## src/rtl/fifo_pack_wr.sv

```systemverilog
// fifo_pack_wr: packs PACK_NUM narrow upstream words into one wide FIFO word.
// Slot 0 holds the first word (LSBs). A word closes either when its last slot
// fills or when in_last is seen; unfilled upper slots are zero-padded.
// The closed word sits in a one-entry output buffer (obuf/ovld) that drives
// the FIFO push/full interface, so push and data_out never depend
// combinationally on in_valid or in_data.
//
// Handshake: a narrow beat transfers on a rising edge where in_valid and
// in_ready are both 1; in_valid/in_data/in_last are don't-care otherwise.
// Downstream, a packed word is written on every edge where push is 1, and
// push is only raised while full is 0.
module fifo_pack_wr #(
    parameter int IN_WIDTH   = 8,
    parameter int PACK_NUM   = 8,
    parameter int DATA_WIDTH = IN_WIDTH * PACK_NUM,
    parameter int CNT_WIDTH  = $clog2(PACK_NUM)
) (
    input  logic                  clk,
    input  logic                  Reset,
    input  logic                  in_valid,
    input  logic [IN_WIDTH-1:0]   in_data,
    input  logic                  in_last,
    output logic                  in_ready,
    output logic                  push,
    output logic [DATA_WIDTH-1:0] data_out,
    input  logic                  full,
    output logic [CNT_WIDTH-1:0]  slot_cnt,
    output logic                  busy
);

    logic [DATA_WIDTH-1:0] acc;
    logic [DATA_WIDTH-1:0] obuf;
    logic                  ovld;
    logic [DATA_WIDTH-1:0] merged;
    logic                  accept;
    logic                  complete;

    // Output side: the buffered word drains whenever the FIFO has room.
    assign data_out = obuf;
    assign push     = ovld && !full && !Reset;
    assign in_ready = (!ovld || !full) && !Reset;
    assign busy     = (slot_cnt != '0) || ovld;

    assign accept   = in_valid && in_ready;
    assign complete = accept && ((slot_cnt == CNT_WIDTH'(PACK_NUM - 1)) || in_last);

    // Accumulator with the incoming beat dropped into its slot; slots above it are zero.
    always_comb begin
        merged = '0;
        for (int i = 0; i < PACK_NUM; i++) begin
            if (CNT_WIDTH'(i) < slot_cnt) begin
                merged[i*IN_WIDTH +: IN_WIDTH] = acc[i*IN_WIDTH +: IN_WIDTH];
            end else if (CNT_WIDTH'(i) == slot_cnt) begin
                merged[i*IN_WIDTH +: IN_WIDTH] = in_data;
            end
        end
    end

    // Accumulator and slot counter: fill on accepted beats, clear on completion.
    always_ff @(posedge clk) begin
        if (Reset) begin
            acc      <= '0;
            slot_cnt <= '0;
        end else if (complete) begin
            acc      <= '0;
            slot_cnt <= '0;
        end else if (accept) begin
            acc      <= merged;
            slot_cnt <= slot_cnt + 1'b1;
        end
    end

    // Output buffer: reload on completion (even while pushing), else clear once pushed.
    always_ff @(posedge clk) begin
        if (Reset) begin
            obuf <= '0;
            ovld <= 1'b0;
        end else if (complete) begin
            obuf <= merged;
            ovld <= 1'b1;
        end else if (push) begin
            ovld <= 1'b0;
        end
    end

endmodule

```

## config.mk

```make
export PLATFORM = sky130hd
export DESIGN_NAME = fifo_pack_wr
export DESIGN_NICKNAME = d
export VERILOG_FILES = /design/src/rtl/fifo_pack_wr.sv
export SDC_FILE = /design/constraint.sdc
export NUM_CORES = 1
export LEC_CHECK = 0
export ABC_AREA = 1
export CORE_MARGIN = 2
export CORE_UTILIZATION = 58
export CTS_BUF_LIST = sky130_fd_sc_hd__clkbuf_8 sky130_fd_sc_hd__clkbuf_16
export DETAILED_ROUTE_END_ITERATION = 12
export PLACE_DENSITY_LB_ADDON = 0.1
export SLEW_MARGIN = 10
export SYNTH_ARGS = -nofsm -noshare
export SYNTH_HDL_FRONTEND = slang
export SYNTH_SLANG_ARGS = --single-unit
```

## constraint.sdc

```tcl
create_clock -name clk -period 4.06 [get_ports clk]
set_input_delay 0.609 -clock clk [delete_from_list [all_inputs] [get_ports clk]]
set_output_delay 0.609 -clock clk [all_outputs]
set_load 0.02 [all_outputs]
```

# Yosys cells after proc, flatten, opt, wreduce, memory -nomap -nowiden
# Cells that the tools add are included.
classes:
  n_addsub: 1
  magnitude_cmp: 8
  eq_ne: 8
  mux: 18
  n_reduce_logical: 15
ops:
  columns: ["operator", "count"]
  rows:
  - ["two-way mux 8 bit", 16]
  - ["equality test 3 bit, first input constant", 4]
  - ["< comparator 3 bit, first input constant", 4]
  - ["equality test 2 x 3 -> 1 bit, first input constant", 2]
  - ["< comparator 1 x 3 -> 1 bit, first input constant", 2]
  - ["< comparator 2 x 3 -> 1 bit, first input constant", 2]
  - ["logical AND 1 bit", 5]
  - ["adder 3 x 1 -> 3 bit, second input constant", 1]
  - ["equality test 1 x 3 -> 1 bit, first input constant", 1]
  - ["equality test 3 bit, second input constant", 1]
  - ["logical NOT 1 bit", 3]
  - ["logical NOT 3 bit", 1]
  - ["logical OR 1 bit", 3]
  - ["nonzero test 3 bit", 1]
  - ["two-way mux 1 bit", 2]
  - ["nonzero test 2 bit", 1]
  - ["OR reduction 2 bit", 1]
totals:
  reg_bits: 132
  inputBits: 13
  out_inout_bits: 70
  word_cells: 54

# Depth between registers and ports, before layout
# Gate-level depths: netlist (run 1).
logic_depth:
  ltp_word: 6
  mapped_depth: 11
  mapped_depth_nobuf: 8

# Worst setup path after synthesis (run 1)
# OpenSTA, ideal clock, no wires.
synth_timing:
  path_type: "register to output"
  startpoint: "reg slot_cnt[0]"
  endpoint: "out busy"
  arrival_time_ns: 1.416
  t_required_ns: 3.451
  slack_ns: 2.035
  stages_incl_launch_ff: 7
  path_buffers: 3
  cell_sequence: "dfxtp_1 buf_4 inv_1 buf_2 ha_1 clkbuf_2 nand3_1"
synth_via:
  elab_chain_cells: 2
synth_lines:
  columns: ["element", "line", "text"]
  rows:
  - ["from (decl)", "27", "output logic [CNT_WIDTH-1:0] slot_cnt,"]
  - ["from (signal assigned)", "69", "slot_cnt <= slot_cnt + 1'b1;"]
  - ["nonzero test 3 bit", "42", "assign busy = (slot_cnt != '0) || ovld;"]
  - ["logical OR 1 bit", "42", null]
  - ["to (decl)", "28", "output logic busy"]
# Every way passes these cells.

# Worst setup path in the final report (run 1)
# Ends and elaborated chain as after synthesis.

==> results of run 1 <==
==> worst reg2reg max path, cell delays in order (launching register included) <==
cell and delay (ps):
sky130_fd_sc_hd__dfxtp_1 600, sky130_fd_sc_hd__ha_1 230, sky130_fd_sc_hd__ha_1 180, sky130_fd_sc_hd__nor2_1 110, sky130_fd_sc_hd__nor2_4 590, sky130_fd_sc_hd__inv_2 480, sky130_fd_sc_hd__nand2_1 460, sky130_fd_sc_hd__a21oi_1 100
==> per-layer routing <==
layer	global-route usage	vias up	routed length, um
met5	0	-	0
met4	0.130	0	398
met3	0.0588	32	870
met2	0.467	179	6620
met1	0.354	2394	6170
li1	-	2698	-
==> cells in the mapped netlist <==
| cell | count | area [um2] |
|---|---|---|
| sky130_fd_sc_hd__a21oi_1 | 17 | 85.1 |
| sky130_fd_sc_hd__buf_2 | 16 | 80.1 |
| sky130_fd_sc_hd__buf_4 | 8 | 60.1 |
| sky130_fd_sc_hd__buf_6 | 12 | 135 |
| sky130_fd_sc_hd__clkbuf_1 | 8 | 30.0 |
| sky130_fd_sc_hd__clkbuf_2 | 1 | 5.00 |
| sky130_fd_sc_hd__dfxtp_1 | 124 | 2480 |
| sky130_fd_sc_hd__ha_1 | 4 | 50.1 |
| sky130_fd_sc_hd__inv_1 | 72 | 270 |
| sky130_fd_sc_hd__inv_2 | 1 | 3.75 |
| sky130_fd_sc_hd__inv_6 | 1 | 8.76 |
| sky130_fd_sc_hd__nand2_1 | 303 | 1140 |
| sky130_fd_sc_hd__nand2_2 | 1 | 6.26 |
| sky130_fd_sc_hd__nand3_1 | 28 | 140 |
| sky130_fd_sc_hd__nand3_4 | 1 | 17.5 |
| sky130_fd_sc_hd__nand4_1 | 2 | 12.5 |
| sky130_fd_sc_hd__nor2_1 | 189 | 709 |
| sky130_fd_sc_hd__nor2_2 | 1 | 6.26 |
| sky130_fd_sc_hd__nor2_4 | 2 | 22.5 |
| sky130_fd_sc_hd__nor3_1 | 1 | 5.00 |
| sky130_fd_sc_hd__o21ai_0 | 48 | 240 |
| sky130_fd_sc_hd__o21ai_1 | 10 | 50.1 |
| sky130_fd_sc_hd__o21bai_1 | 2 | 15.0 |
==> cell usage in the layout, fill, tap and decap left out <==
cell	count
sky130_fd_sc_hd__inv_6	3
sky130_fd_sc_hd__inv_2	1
sky130_fd_sc_hd__nor2_4	2
sky130_fd_sc_hd__a21oi_1	17
sky130_fd_sc_hd__nand3_4	1
sky130_fd_sc_hd__buf_4	3
sky130_fd_sc_hd__bufinv_16	3
sky130_fd_sc_hd__clkdlybuf4s50_1	82
sky130_fd_sc_hd__inv_1	73
sky130_fd_sc_hd__o21bai_1	2
sky130_fd_sc_hd__nor2_1	189
sky130_fd_sc_hd__dfxtp_1	124
sky130_fd_sc_hd__o21ai_1	10
sky130_fd_sc_hd__nand4_1	2
sky130_fd_sc_hd__ha_1	4
sky130_fd_sc_hd__clkinvlp_4	1
sky130_fd_sc_hd__clkinv_2	4
sky130_fd_sc_hd__nor2_2	1
sky130_fd_sc_hd__nand2_2	1
sky130_fd_sc_hd__clkbuf_16	16
sky130_fd_sc_hd__clkbuf_8	1
sky130_fd_sc_hd__nor3_1	1
sky130_fd_sc_hd__clkinv_4	4
sky130_fd_sc_hd__o21ai_0	48
sky130_fd_sc_hd__nand3_1	28
sky130_fd_sc_hd__nand2_1	303
==> path summary, 6_finish.rpt <==
check | start | to | cells after the start
setup reg to reg | slot_cnt[0] | acc[8] | 7
setup / recovery | slot_cnt[0] | busy | 4
hold / removal | data_out[59] | data_out[59] | 2
hold reg to reg | data_out[59] | data_out[59] | 2
==> state kept, by name, summed over array words and instances, names as in the netlist <==
register and count:
data_out 64, acc 56, slot_cnt 3, ovld 1
==> final cells by class <==
class	count	area [um2]	share of cell area
clock buffers	17	414	0.0604
clock inverters	15	174	0.0254
inverters	74	283	0.0412
multi-input cells	609	2500	0.364
flip-flops and latches	124	2480	0.362
well taps	129	161	0.0235
repair buffers	85	843	0.123
==> stage by stage <==
step	cell area, um2	worst slack [ps]	std cells
after floorplan	5570	2040	852
after global placement	6270	698	1021
after detailed placement	6270	551	1021
after CTS	6860	833	1053
after global routing	6860	708	1053
final	6860	787	1053
==> power groups by stage <==
stage	logic, uW	clock network [uW]	registers [uW]
3_5_place_dp	311	0	1320
3_3_place_gp	302	0	1320
2_1_floorplan	191	0	1350
4_1_cts	314	1500	1300
5_1_grt	351	1570	1310
6_report	316	1490	1300
==> kinds of logic (layout without fill, tap and decap cells) <==
group	count (synthesis)	count (layout)	synth area share
AND/OR/NAND/NOR	528	528	0.369
flip-flops	124	124	0.445
adder cells (fa/ha/maj)	4	4	0.00898
AO/OA/AOI/OAI	77	77	0.0700
buffers and inverters	119	191	0.106
==> results.ini, run 1 <==
[power_and_ir_drop]
comb_power_share = 0.102
power.density_cell_area_nw_per_um2 = 453
p_leak_uw = 0.00325
net_sw_frac = 0.253
power_frac_clock = 0.480
internal_power_uw = 2320
share_seq_of_total_power = 0.418
total_switching_power_uw = 785
ir_drop_uv = 342
fin_total_pwr_uw = 3110

[cells_and_area]
utilization = 0.738
drive_gt1_frac = 0.0444
n_antenna_cell = 0
n_fill_cell = 764
synthToLayoutAreaGrowth_pct = 23.0
final_net_count = 928

[logic_synthesis]
synth_area_um2 = 5570
synth_cell_types = 23
synth.yosys.warnings = 0
synth_sequential_area_ratio = 0.445
synth_nets = 869
synth_area_per_cell_um2 = 6.54
synth_seq_cells = 124
post_synth_inst_count = 852

[route]
drc = 0
wirelength_mm = 14.1
detailroute.via_count = 5303
drt_iter0_markers = 272
final_antenna_net_count = 0
drt-wirelength-per-cell_um = 13.3
via_per_instance_ratio = 5.04
detail_route.first_pass.iterations = 5

[sta]
rsz0062_at_grt = false
setup_violations = 0
worst_slew_margin_rel = 0.303
post_layout_min_period_ps = 3270
final_hold_viol_count = 0
max_slew.worst_pin.slew_ps = 1050
fin_skew_ps = 8.28
totalNegativeSetupSlack_ps = 0
worst_hold_slack_ps = 446
layout_worst_path_cycle_share = 0.806
slew_viol_final = 0
maxClockFrequency_mhz = 305

[clock_network]
clk_root_buffer_cell = sky130_fd_sc_hd__clkbuf_8
post_cts_resized = 0
clockBufferDepth = 2
tritoncts = built
worst_setup_hold_path_clk_slew_ps = 60
clk_sink_count = 124
clock_latency_ps = 520
cts_hold_repair.buffers = 0
number_of_levels_in_the_clock_h_tree = 4
number_of_clock_buffers_inserted_by_tritoncts = 17
postCtsSetupBuffers = 0

[critical_path]
critPathLaunchType = flip-flop
crit_buf_inv = 2
cp.arrival_ps = 2660
worst-endpoint-required_ps = 3450
critical_path.cell_chain = inv_1, ha_1, nand3_1, clkdlybuf4s50_1
crit_type = flip-flop to output port
worst_path_max_delay_cell = sky130_fd_sc_hd__clkdlybuf4s50_1
r2r_slack_ps = 1170
crit_path_max_fanout = 13
worstSetupEndpointType = output port
critical_path.max_stage_delay_ps = 610
crit_family = buffers and inverters

[floorplan]
start_util = 0.600
core_area_um2 = 9280
die_area_um2 = 10400
die_width_um = 102
design.portCount = 83
die_height_um = 102
rows = 35

[job]
max_cap_viol_count = 0

[placed_design]
portBuffers = 82
place.gp.congestion = 0.845
hpwlAfterDp_mm = 8.97

[grt]
grt_antenna_before_repair = 0
grt_pass1_vias = 4974
global_route_wire_length_before_repair_mm = 23.1
grt_max_degree = 110
track_usage = 0.282
grt_overflow = 0

[outcome]
outcome = finished clean

[worst_hold_path]
hold_path.class = flip-flop to flip-flop

No activity file was read; power rests on OpenSTA's default activity.
==> run 2: changes to the inputs <==
--- a/config.mk
+++ b/config.mk
@@ -7,7 +7,7 @@
 export LEC_CHECK = 0
 export ABC_AREA = 1
 export CORE_MARGIN = 2
-export CORE_UTILIZATION = 58
+export CORE_UTILIZATION = 49
 export CTS_BUF_LIST = sky130_fd_sc_hd__clkbuf_8 sky130_fd_sc_hd__clkbuf_16
 export DETAILED_ROUTE_END_ITERATION = 12
 export PLACE_DENSITY_LB_ADDON = 0.1
==> constraint.sdc (replaced) <==
create_clock -name clk -period 2.9 [get_ports clk]
set_input_delay 0.435 -clock clk [delete_from_list [all_inputs] [get_ports clk]]
set_output_delay 0.435 -clock clk [all_outputs]
set_load 0.02 [all_outputs]
==> run 2 against run 1 <==
Against the previous run: worst setup slack worse by 690 ps; critical path type unchanged; worst hold slack lost 1.2 ps; first-iteration DRC count is 46% higher; clock skew down 3.6 ps; clock power rose by 52%; global-route usage is 4.0 points lower; sequential cell count unchanged; die area rose by 18%; count of clock-buffer cells in the layout increased by 5; final cell count increased by 1.9%; routed wire length increased by 2.6%; largest cell class unchanged.
==> results.ini, run 2 (synthesis results as in run 1) <==
[cells_and_area]
number_of_flip_flops_under_the_largest_register_name = 64
final_cell_mix = sky130_fd_sc_hd__nand2_1 (303), sky130_fd_sc_hd__nor2_1 (189), sky130_fd_sc_hd__dfxtp_1 (124)
n_antenna_cell = 0
n_fill_cell = 1015
most_common_library_cell_in_the_layout_ignoring_fill_and_taps = sky130_fd_sc_hd__nand2_1
drive_gt1_frac = 0.0514
final_net_count = 937
final_instance_count_without_filler_cells = 1073
synthToLayoutAreaGrowth_pct = 25.7

[route]
route.met2.wl_mm = 6.55
via_per_instance_ratio = 4.95
detail_route.wirelength.met1_mm = 6.76
drt-wirelength-per-cell_um = 13.4
top_layer = met4
final_antenna_net_count = 0
detail_route.first_pass.iterations = 8
wirelength_mm = 14.4
met3_length_um = 807
detailroute.via_count = 5310
drt_iter0_markers = 396
drc = 0

[power_and_ir_drop]
net_sw_frac = 0.232
total_switching_power_uw = 1050
power.density_cell_area_nw_per_um2 = 648
power_frac_clock = 0.499
internal_power_uw = 3490
p_leak_uw = 0.00333
comb_power_share = 0.100
share_seq_of_total_power = 0.401
fin_total_pwr_uw = 4540
ir_drop_uv = 498

[clock_network]
clk_root_buffer_cell = sky130_fd_sc_hd__clkbuf_16
cts_hold_repair.buffers = 0
number_of_levels_in_the_clock_h_tree = 4
worst_setup_hold_path_clk_slew_ps = 50
clockBufferDepth = 2
number_of_clock_buffers_inserted_by_tritoncts = 17
clock_latency_ps = 420
tritoncts = built
clk_sink_count = 124

[sta]
post_layout_min_period_ps = 2810
worst_slew_margin_rel = 0.533
rsz0062_at_grt = false
slew_viol_final = 0
maxClockFrequency_mhz = 356
fin_skew_ps = 4.71
max_slew.worst_pin.slew_ps = 698
final_hold_viol_count = 0
totalNegativeSetupSlack_ps = 0
setup_violations = 0
layout_worst_path_cycle_share = 0.967

[grt]
grt_pass1_vias = 5109
grt_overflow = 0
grt_max_degree = 65
global_route_wire_length_before_repair_mm = 24.3
track_usage = 0.242
grt_antenna_before_repair = 0

[job]
max_cap_viol_count = 0

[critical_path]
worstSetupEndpointType = output port
worst_path_max_delay_cell = sky130_fd_sc_hd__clkdlybuf4s50_1
critical_path.cell_chain = clkinvlp_4, ha_1, nand3_1, clkdlybuf4s50_1
crit_buf_inv = 2
critical_path.max_stage_delay_ps = 620
worst-endpoint-required_ps = 2470
crit_type = flip-flop to output port
crit_family = buffers and inverters
crit_path_max_fanout = 12
cp.arrival_ps = 2370
critPathLaunchType = flip-flop

[outcome]
outcome = finished clean

[worst_hold_path]
hold_path.class = flip-flop to flip-flop

[floorplan]
core_area_um2 = 11000
start_util = 0.507
design.portCount = 83
die_width_um = 111
die_area_um2 = 12200
rows = 38
die_height_um = 111

[placed_design]
numPlacedInstances = 1039
portBuffers = 82
place.gp.congestion = 0.801
hpwlAfterDp_mm = 9.31

-- run 2: layout make-up --
cell class / count / area (um2) / area share
flip-flops and latches: 124 / 2480 / 0.354
repair buffers: 94 / 923 / 0.132
well taps: 140 / 175 / 0.0250
multi-input cells: 609 / 2500 / 0.357
inverters: 74 / 287 / 0.0409
clock inverters: 10 / 145 / 0.0207
clock buffers: 22 / 494 / 0.0706
-- run 2: through the flow --
step	worst slack (ps)	util	hold WS [ps]	instance area, um2
2_1_floorplan	1050	-	445	5570
3_3_place_gp	493	0.578	429	6350
3_5_place_dp	355	0.578	435	6350
4_1_cts	54.6	0.636	448	6990
5_1_grt	2.90	0.638	468	7000
6_report	94.6	0.638	445	7000
-- run 2: power groups by stage --
stage	Combinational, uW	Clock, uW	Sequential (uW)
4_1_cts	451	2300	1820
5_1_grt	506	2370	1830
6_report	453	2270	1820
3_3_place_gp	435	0	1850
2_1_floorplan	267	0	1890
3_5_place_dp	446	0	1850
-- run 2: worst reg2reg max path, delay by kind of cell (launching register included) --
family                   cells  cell delay [ps]
adder cells (fa/ha/maj)      2              480
buffers and inverters        1              400
flip-flops                   1              440
AND/OR/NAND/NOR              3              810
AO/OA/AOI/OAI                1              260
-- run 2: final timing paths --
| kind | from | end | slack (ps) | cells past startpoint |
|---|---|---|---|---|
| worst min-delay path | data_out[19] | data_out[19] | 440 | 2 |
| worst max-delay path | slot_cnt[0] | busy | 90 | 4 |
| worst min register to register | data_out[19] | data_out[19] | 440 | 2 |
| worst max register to register | slot_cnt[0] | slot_cnt[2] | 420 | 7 |
-- run 2: timing repair --
| action | in CTS | in global routing |
|---|---|---|
| buffers inserted | 0 | 2 |
| gates resized for setup | 0 | 1 |
| setup endpoints to repair | 0 | 1 |
-- run 2: routing by layer --
layer  up-vias  track usage
met5         -            0
met4         0       0.0967
met3        24       0.0494
met2       163        0.385
met1      2409        0.322
li1       2714            -
